===== src/rtl/alu16_pkg.sv =====
// Shared ALU definitions: FSM states, Booth digit encoding, default width.
package alu16_pkg;

    localparam int DEF_WIDTH = 16;

    typedef enum logic {
        ST_IDLE = 1'b0,
        ST_RUN  = 1'b1
    } state_t;

    // Signed radix-4 Booth digit in {-2..+2}
    typedef logic signed [2:0] bdigit_t;

    localparam bdigit_t BD_ZERO = 3'sb000;
    localparam bdigit_t BD_P1   = 3'sb001;
    localparam bdigit_t BD_P2   = 3'sb010;
    localparam bdigit_t BD_M1   = 3'sb111;
    localparam bdigit_t BD_M2   = 3'sb110;

    // Map a Booth window {q[i+1], q[i], q[i-1]} to its signed digit
    function automatic bdigit_t booth_digit(input logic [2:0] q);
        bdigit_t d;
        case (q)
            3'b001, 3'b010: d = BD_P1;
            3'b011:         d = BD_P2;
            3'b100:         d = BD_M2;
            3'b101, 3'b110: d = BD_M1;
            default:        d = BD_ZERO;
        endcase
        return d;
    endfunction

endpackage


===== src/rtl/booth_r4_digit_enc.sv =====
// Radix-4 Booth digit encoder: window bits -> sign / x1 / x2 selects.
// Zero digits (000/111) drive all selects low, so neg never inverts a zero.
module booth_r4_digit_enc
    import alu16_pkg::*;
(
    input  logic [2:0] q,
    output logic       neg,
    output logic       one,
    output logic       two
);

    bdigit_t w_d;

    // Decode the window once, derive the selects from the signed digit
    always_comb begin
        w_d = booth_digit(q);
        neg = (w_d == BD_M1) || (w_d == BD_M2);
        one = (w_d == BD_P1) || (w_d == BD_M1);
        two = (w_d == BD_P2) || (w_d == BD_M2);
    end

endmodule


===== src/rtl/booth_radix4_seq_mult.sv =====
// Sequential signed radix-4 Booth multiplier: one digit per clock on a single
// (WIDTH+2)-bit adder, start/busy/done handshake, result held until next done.
module booth_radix4_seq_mult
    import alu16_pkg::*;
#(
    parameter int WIDTH = DEF_WIDTH
) (
    input  logic                 clk,
    input  logic                 rst,
    input  logic                 start,
    input  logic [WIDTH-1:0]     op1,
    input  logic [WIDTH-1:0]     op2,
    output logic                 busy,
    output logic                 done,
    output logic [2*WIDTH-1:0]   result
);

    localparam int ITER  = WIDTH / 2;
    localparam int AW    = WIDTH + 2;
    localparam int CNT_W = (ITER > 1) ? $clog2(ITER) : 1;
    localparam logic [CNT_W-1:0] CNT_LAST = CNT_W'(ITER - 1);

    generate
        if ((WIDTH < 4) || ((WIDTH % 2) != 0)) begin : g_bad_width
            $error("booth_radix4_seq_mult: WIDTH must be even and >= 4");
        end
    endgenerate

    state_t           r_state;
    logic [WIDTH-1:0] r_m;
    logic [AW-1:0]    r_a;
    logic [WIDTH:0]   r_q;      // LSB is the implicit q[-1]
    logic [CNT_W-1:0] r_cnt;

    logic             w_neg;
    logic             w_one;
    logic             w_two;
    logic [AW-1:0]    w_mext;
    logic [AW-1:0]    w_m2;
    logic [AW-1:0]    w_sel;
    logic [AW-1:0]    w_opnd;
    logic [AW-1:0]    w_sum;
    logic [AW-1:0]    w_a_nx;
    logic [WIDTH:0]   w_q_nx;

    booth_r4_digit_enc u_enc (
        .q   (r_q[2:0]),
        .neg (w_neg),
        .one (w_one),
        .two (w_two)
    );

    assign w_mext = {{2{r_m[WIDTH-1]}}, r_m};
    assign w_m2   = {w_mext[AW-2:0], 1'b0};

    // Operand mux 0/M/2M, conditional invert; the +1 of negation is the carry-in
    always_comb begin
        w_sel = '0;
        if (w_one)      w_sel = w_mext;
        else if (w_two) w_sel = w_m2;
        w_opnd = w_neg ? ~w_sel : w_sel;
        w_sum  = r_a + w_opnd + AW'(w_neg);
    end

    // Arithmetic shift of {S,Q} right by two
    assign w_a_nx = {{2{w_sum[AW-1]}}, w_sum[AW-1:2]};
    assign w_q_nx = {w_sum[1:0], r_q[WIDTH:2]};

    // Control FSM plus datapath registers and registered handshake outputs
    always_ff @(posedge clk or posedge rst) begin
        if (rst) begin
            r_state <= ST_IDLE;
            r_m     <= '0;
            r_a     <= '0;
            r_q     <= '0;
            r_cnt   <= '0;
            busy    <= 1'b0;
            done    <= 1'b0;
            result  <= '0;
        end else begin
            done <= 1'b0;
            case (r_state)
                ST_IDLE: begin
                    // Operands are only looked at here, so X outside capture
                    // cannot reach the datapath
                    if (start) begin
                        r_m     <= op1;
                        r_a     <= '0;
                        r_q     <= {op2, 1'b0};
                        r_cnt   <= '0;
                        busy    <= 1'b1;
                        r_state <= ST_RUN;
                    end
                end
                ST_RUN: begin
                    r_a   <= w_a_nx;
                    r_q   <= w_q_nx;
                    r_cnt <= r_cnt + 1'b1;
                    if (r_cnt == CNT_LAST) begin
                        result  <= {w_a_nx[WIDTH-1:0], w_q_nx[WIDTH:1]};
                        done    <= 1'b1;
                        busy    <= 1'b0;
                        r_state <= ST_IDLE;
                    end
                end
                default: r_state <= ST_IDLE;
            endcase
        end
    end

endmodule

===== config.mk =====
export PLATFORM = sky130hd
export DESIGN_NAME = booth_radix4_seq_mult
export DESIGN_NICKNAME = d
export VERILOG_FILES = /design/src/rtl/alu16_pkg.sv /design/src/rtl/booth_r4_digit_enc.sv /design/src/rtl/booth_radix4_seq_mult.sv
export SDC_FILE = /design/constraint.sdc
export NUM_CORES = 1
export LEC_CHECK = 0
export ABC_AREA = 1
export CORE_ASPECT_RATIO = 1.1
export CORE_MARGIN = 2
export CORE_UTILIZATION = 59
export CTS_CLUSTER_SIZE = 16
export DETAILED_ROUTE_END_ITERATION = 10
export PLACE_DENSITY = 0.86
export SYNTH_ARGS = -nofsm -noshare
export SYNTH_HDL_FRONTEND = slang
export SYNTH_SLANG_ARGS = --single-unit

===== constraint.sdc =====
create_clock -name clk -period 6.5 [get_ports clk]
set_clock_uncertainty 0.2 [all_clocks]
set_input_delay 0.65 -clock clk [delete_from_list [all_inputs] [get_ports clk]]
set_output_delay 0.65 -clock clk [all_outputs]
set_load 0.01 [all_outputs]

Word level (Yosys, flattened, before mapping). Cells that the tools add are included.

Bits in registers: 89. Input port bits: 35. Output and inout port bits: 34. Word-level logic and storage cells: 52.

Add/subtract/negate cells: 3. Equal/unequal tests: 13. Muxes and demuxes: 18. Bitwise operators: 2. Reduce and logical (&&, ||, !) cells: 8.

Operators with widths (number): $mux 18 (4); $pmux 18 s2 (1); $pmux 17 s2 (1); $add 18x1->18 (1); $add 18x18->18 (1); $not 18->18 (1); $mux 17 (1); $eq 3x3->1 const B (5); $eq 3x2->1 const B (4); $pmux 3 s4 (1); $eq 3x1->1 const B (2); $mux 1 (6); $pmux 3 s2 (1); $reduce_and 2->1 (3); $pmux 1 s2 (2); $reduce_or 2->1 (2); $add 3x1->3 const B (1); $logic_or 1x1->1 (3); $mux 3 (1); $ne 2x1->1 const B (1); $ne 2x2->1 const B (1); $not 1->1 (1).

Depth between registers and ports, before layout.
Word-level depth: 12. Depth in mapped cells: 21. Depth with buffers taken out: 21.

Hierarchy. From an unflattened synthesis, not the netlist that was laid out.

Cell total of the unflattened synthesis: 572. Area, all modules: 4664.5 µm².

Modules (own cells, without submodules): booth_radix4_seq_mult (times used 1, cells each 559, area an instance 4614.4 µm², seq. area each 2177.1 µm²); booth_r4_digit_enc (times used 1, cells each 13, area an instance 50.0 µm², seq. area each 0.0 µm²).

Worst setup path after synthesis. OpenSTA, ideal clock, no wires.

Path type: reg-to-reg. Start point: register r_q[0]. End point: register result[29]. Setup time: 0.119 ns. Data arrival time: 2.660 ns. Data required time: 6.181 ns. Path slack: 3.521 ns. Stages on the path, launching flop included: 18. Path buffers: 1. Clock period less this slack: 2.979 ns. Cells stage by stage: dfrtp_1 -> inv_1 -> ha_1 -> nand2_1 -> nand3_4 -> o21ai_4 -> buf_6 -> nor3_2 -> a21oi_2 -> xnor2_1 -> ha_1 -> a21oi_1 -> a21boi_0 -> nor3_1 -> nor2_1 -> nand3_1 -> nand3_1 -> nand2_1.

Cells in the longest elaborated chain, start to end: 11. Elaborated cells on any way between the ends: 22. Classes of those cells: 2 x add/sub; 10 x eq/ne; 4 x mux; 1 x bitwise; 5 x reduce/logical.

RTL lines: start, declared (RTL line booth_radix4_seq_mult.sv:32) `logic [WIDTH:0] r_q;`; start signal, assigned (RTL line booth_radix4_seq_mult.sv:89) `r_q <= {op2, 1'b0};`; start signal, assigned (RTL line booth_radix4_seq_mult.sv:97) `r_q <= w_q_nx;`; $eq 3x3->1 (tied with other cells) (RTL line alu16_pkg.sv:23) `case (q)`; $reduce_or 2->1 (RTL line alu16_pkg.sv:23); $pmux 3 s4 (*) (RTL line alu16_pkg.sv:23); $eq 3x3->1 or $eq 3x2->1 (tied branches) (RTL line booth_r4_digit_enc.sv:19, booth_r4_digit_enc.sv:17); $logic_or 1x1->1 (RTL line booth_r4_digit_enc.sv:19) `two = (w_d == BD_P2) || (w_d == BD_M2);`; $mux 18 (RTL line booth_radix4_seq_mult.sv:60) `else if (w_two) w_sel = w_m2;`; $mux 18 (RTL line booth_radix4_seq_mult.sv:59) `if (w_one) w_sel = w_mext;`; $not 18->18 (RTL line booth_radix4_seq_mult.sv:61) `w_opnd = w_neg ? ~w_sel : w_sel;`; $mux 18 (RTL line booth_radix4_seq_mult.sv:61); $add 18x18->18 (RTL line booth_radix4_seq_mult.sv:62) `w_sum = r_a + w_opnd + AW'(w_neg);`; $add 18x1->18 (*) (RTL line booth_radix4_seq_mult.sv:62); end signal, assigned (RTL line booth_radix4_seq_mult.sv:100) `result <= {w_a_nx[WIDTH-1:0], w_q_nx[WIDTH:1]};`; end, declared (RTL line booth_radix4_seq_mult.sv:15) `output logic [2*WIDTH-1:0] result`.

Mark *: on every way between the ends. The rest lies on a longest branch, timed or not. A chain may end at the register's enable or synchronous reset.

Final worst setup path.
Start point: register r_q[1]. End point: register result[27].

Same word-level chain as after synthesis.

==> flow_summary.ini <==
[outcome]
status = finished clean

[cts]
clock_sinks = 87
cts_resized = 0
cts_tree = yes
clk_pin_slew_worst_paths_ps = 100
root_buffer = clkbuf_8
cts_setup_buffers = 0
clk_latency_ps = 360
cts_buffers = 9
clock_path_buffers = 2
htree_levels = 3
cts.hold.buffers_added = 0

[detailed_routing]
first_pass_iters = 5
vias = 4116
drtIter0Drc = 265
drc_errors = 0
wirelength_mm = 11.1
viasPerCell = 5.47
wl_per_cell_um = 14.7
ant_nets = 0

[timing]
slew_violations = 0
setup_viol = 0
finalCriticalPeriod_ps = 3800
maxSlewHeadroom_pct = 27.3
setup_tns_ps = 0
hold_viol_final = 0
fmax_mhz = 263
worstMarginPinSlew_ps = 1090
rsz0062_at_grt = no
min_period_over_period_pct = 58.5

[worst_setup_path]
worstSetupPathType = flip-flop to flip-flop
required_ps = 6550
start_kind = flip-flop
path_max_fanout = 17
end_kind = flip-flop
arrival_ps = 3850

[grt]
antenna_found_initial = 0
grt.total_usage_pct = 27.2
grt_pass1_wl_mm = 18.7
grt_pass1_vias = 4107
gr-total-overflow = 0
grt_max_degree = 88

[cells_and_area]
final_layout_size_suffix_gt1_share_pct = 6.67
areaGrowthSynthToFinish_pct = 20.2
nNetsFinal = 698
antenna_cells = 0

[yosys]
synth_nets = 636
yosys_warnings = 0
netlist_instances = 578
ys_types = 34
synthFlopType = dfrtp_1
avgSynthCellArea_um2 = 8.21
synth_seq_cells = 87
synth_edf_count = 0
async_reset_ff_share_pct = 100
synth_area_um2 = 4740
yosysSeqAreaShare_pct = 45.9

[place]
globalplace.congestion = 0.910
dp_hpwl_mm = 8.10
portBuffers = 68

[floorplanning]
num_rows = 34
die_h_um = 98.1
dieArea_um2 = 8780
pin_count = 69
initial_core_util_pct = 60.3
core_um2 = 7870
die_w_um = 89.5

[hold_path]
hp-class = flip-flop to flip-flop

[flow_run]
drv_cap = 0
## worst max-delay path: stages, from the launching register on
cell,delay [ps]
dfrtp_1,400
inv_1,90
ha_1,200
nand2_1,130
nand3_4,260
o21ai_4,520
nor3_1,110
a21oi_2,130
xor2_1,290
inv_1,100
ha_1,290
nand2_1,50
inv_1,80
nand3_1,140
o21bai_2,250
nand3_1,140
nand2_1,90
nand2_1,70
nand3_1,80
nand2_1,60
## area by class of cell
type | count | area (µm²)
multi-input cells | 416 | 2270
well taps | 108 | 135
flip-flops and latches | 87 | 2180
fillers | 606 | 2170
clock inverters | 7 | 78.8
inverters | 53 | 200
clock buffers | 9 | 124
repair buffers | 73 | 718
## placed cells by master (no fill, tap or decap), types with 9 or more instances in the layout
master and n:
nand2_1 198, dfrtp_1 87, clkdlybuf4s50_1 68, inv_1 50, o21ai_0 40, nand3_1 29
ha_1 22, a21oi_1 19, xnor2_1 19, nor2_1 19, nor3_1 9, a21oi_2 9
clkbuf_8 9
## final timing paths
kind / end / slack, ps / cells after the start / start
max: result[27] / 2700 / 19 / r_q[1]
min: result[5] / 280 / 2 / result[5]
max reg2reg: result[27] / 2700 / 19 / r_q[1]
min reg2reg: result[5] / 280 / 2 / result[5]
max in group asynchronous: r_m[5] / 4640 / 3 / rst
min in group asynchronous: result[30] / 740 / 3 / rst
## sequential cells by signal, indices dropped and copies added, names as in the netlist
signal / flops
busy: 1
done: 1
r_a: 16
r_cnt: 3
r_m: 16
r_q: 17
r_state: 1
result: 32
## cell usage after synthesis, drive strengths merged (2+ instances only)
master / n / area (µm²)
o221ai: 6 / 52.6
dfrtp: 87 / 2180
clkbuf: 13 / 48.8
xor2: 4 / 35.0
ha: 22 / 275
nand4: 4 / 25.0
clkinv: 2 / 7.51
xnor2: 19 / 166
nand3: 30 / 163
o22ai: 3 / 18.8
nor2: 19 / 71.3
o211ai: 5 / 37.5
buf: 9 / 51.3
nand2: 198 / 743
inv: 51 / 191
a21oi: 28 / 174
nor3: 17 / 125
a22oi: 2 / 15.0
nand3b: 4 / 30.0
o21bai: 6 / 48.8
o21ai: 43 / 230
a22o: 2 / 17.5
## layer usage
| layer | wire, µm | vias up | GRT usage (%) | share of wire [%] |
|---|---|---|---|---|
| li1 | - | 2003 | - | - |
| met1 | 4760 | 1943 | 35.1 | 43 |
| met4 | 293 | 0 | 11.4 | 2.7 |
| met3 | 551 | 29 | 3.72 | 5.0 |
| met5 | 0 | - | 0 | 0 |
| met2 | 5450 | 141 | 45.4 | 49 |
## per-stage QoR
stage	instances	area [µm²]	utilization, %	setup slack [ps]	hold WS, ps
after floorplan	578	4740	-	3400	256
after global placement	737	5500	69.9	2850	263
after detailed placement	737	5500	69.9	2750	265
after CTS	753	5700	72.4	2720	287
after global routing	753	5700	72.4	2360	307
final	753	5700	72.4	2700	285
## cell families after synthesis
logic type               after synthesis  synth area share (%)
AND/OR/NAND/NOR                      274                  24.7
AO/OA/AOI/OAI                         96                  12.7
flip-flops                            87                  45.9
buffers and inverters                 75                  6.30
XOR/XNOR                              23                  4.25
adder cells (fa/ha/maj)               23                  6.22
Power is not shown: default switching activity piles up to over one toggle a cycle in this logic, so the estimate is an artifact.
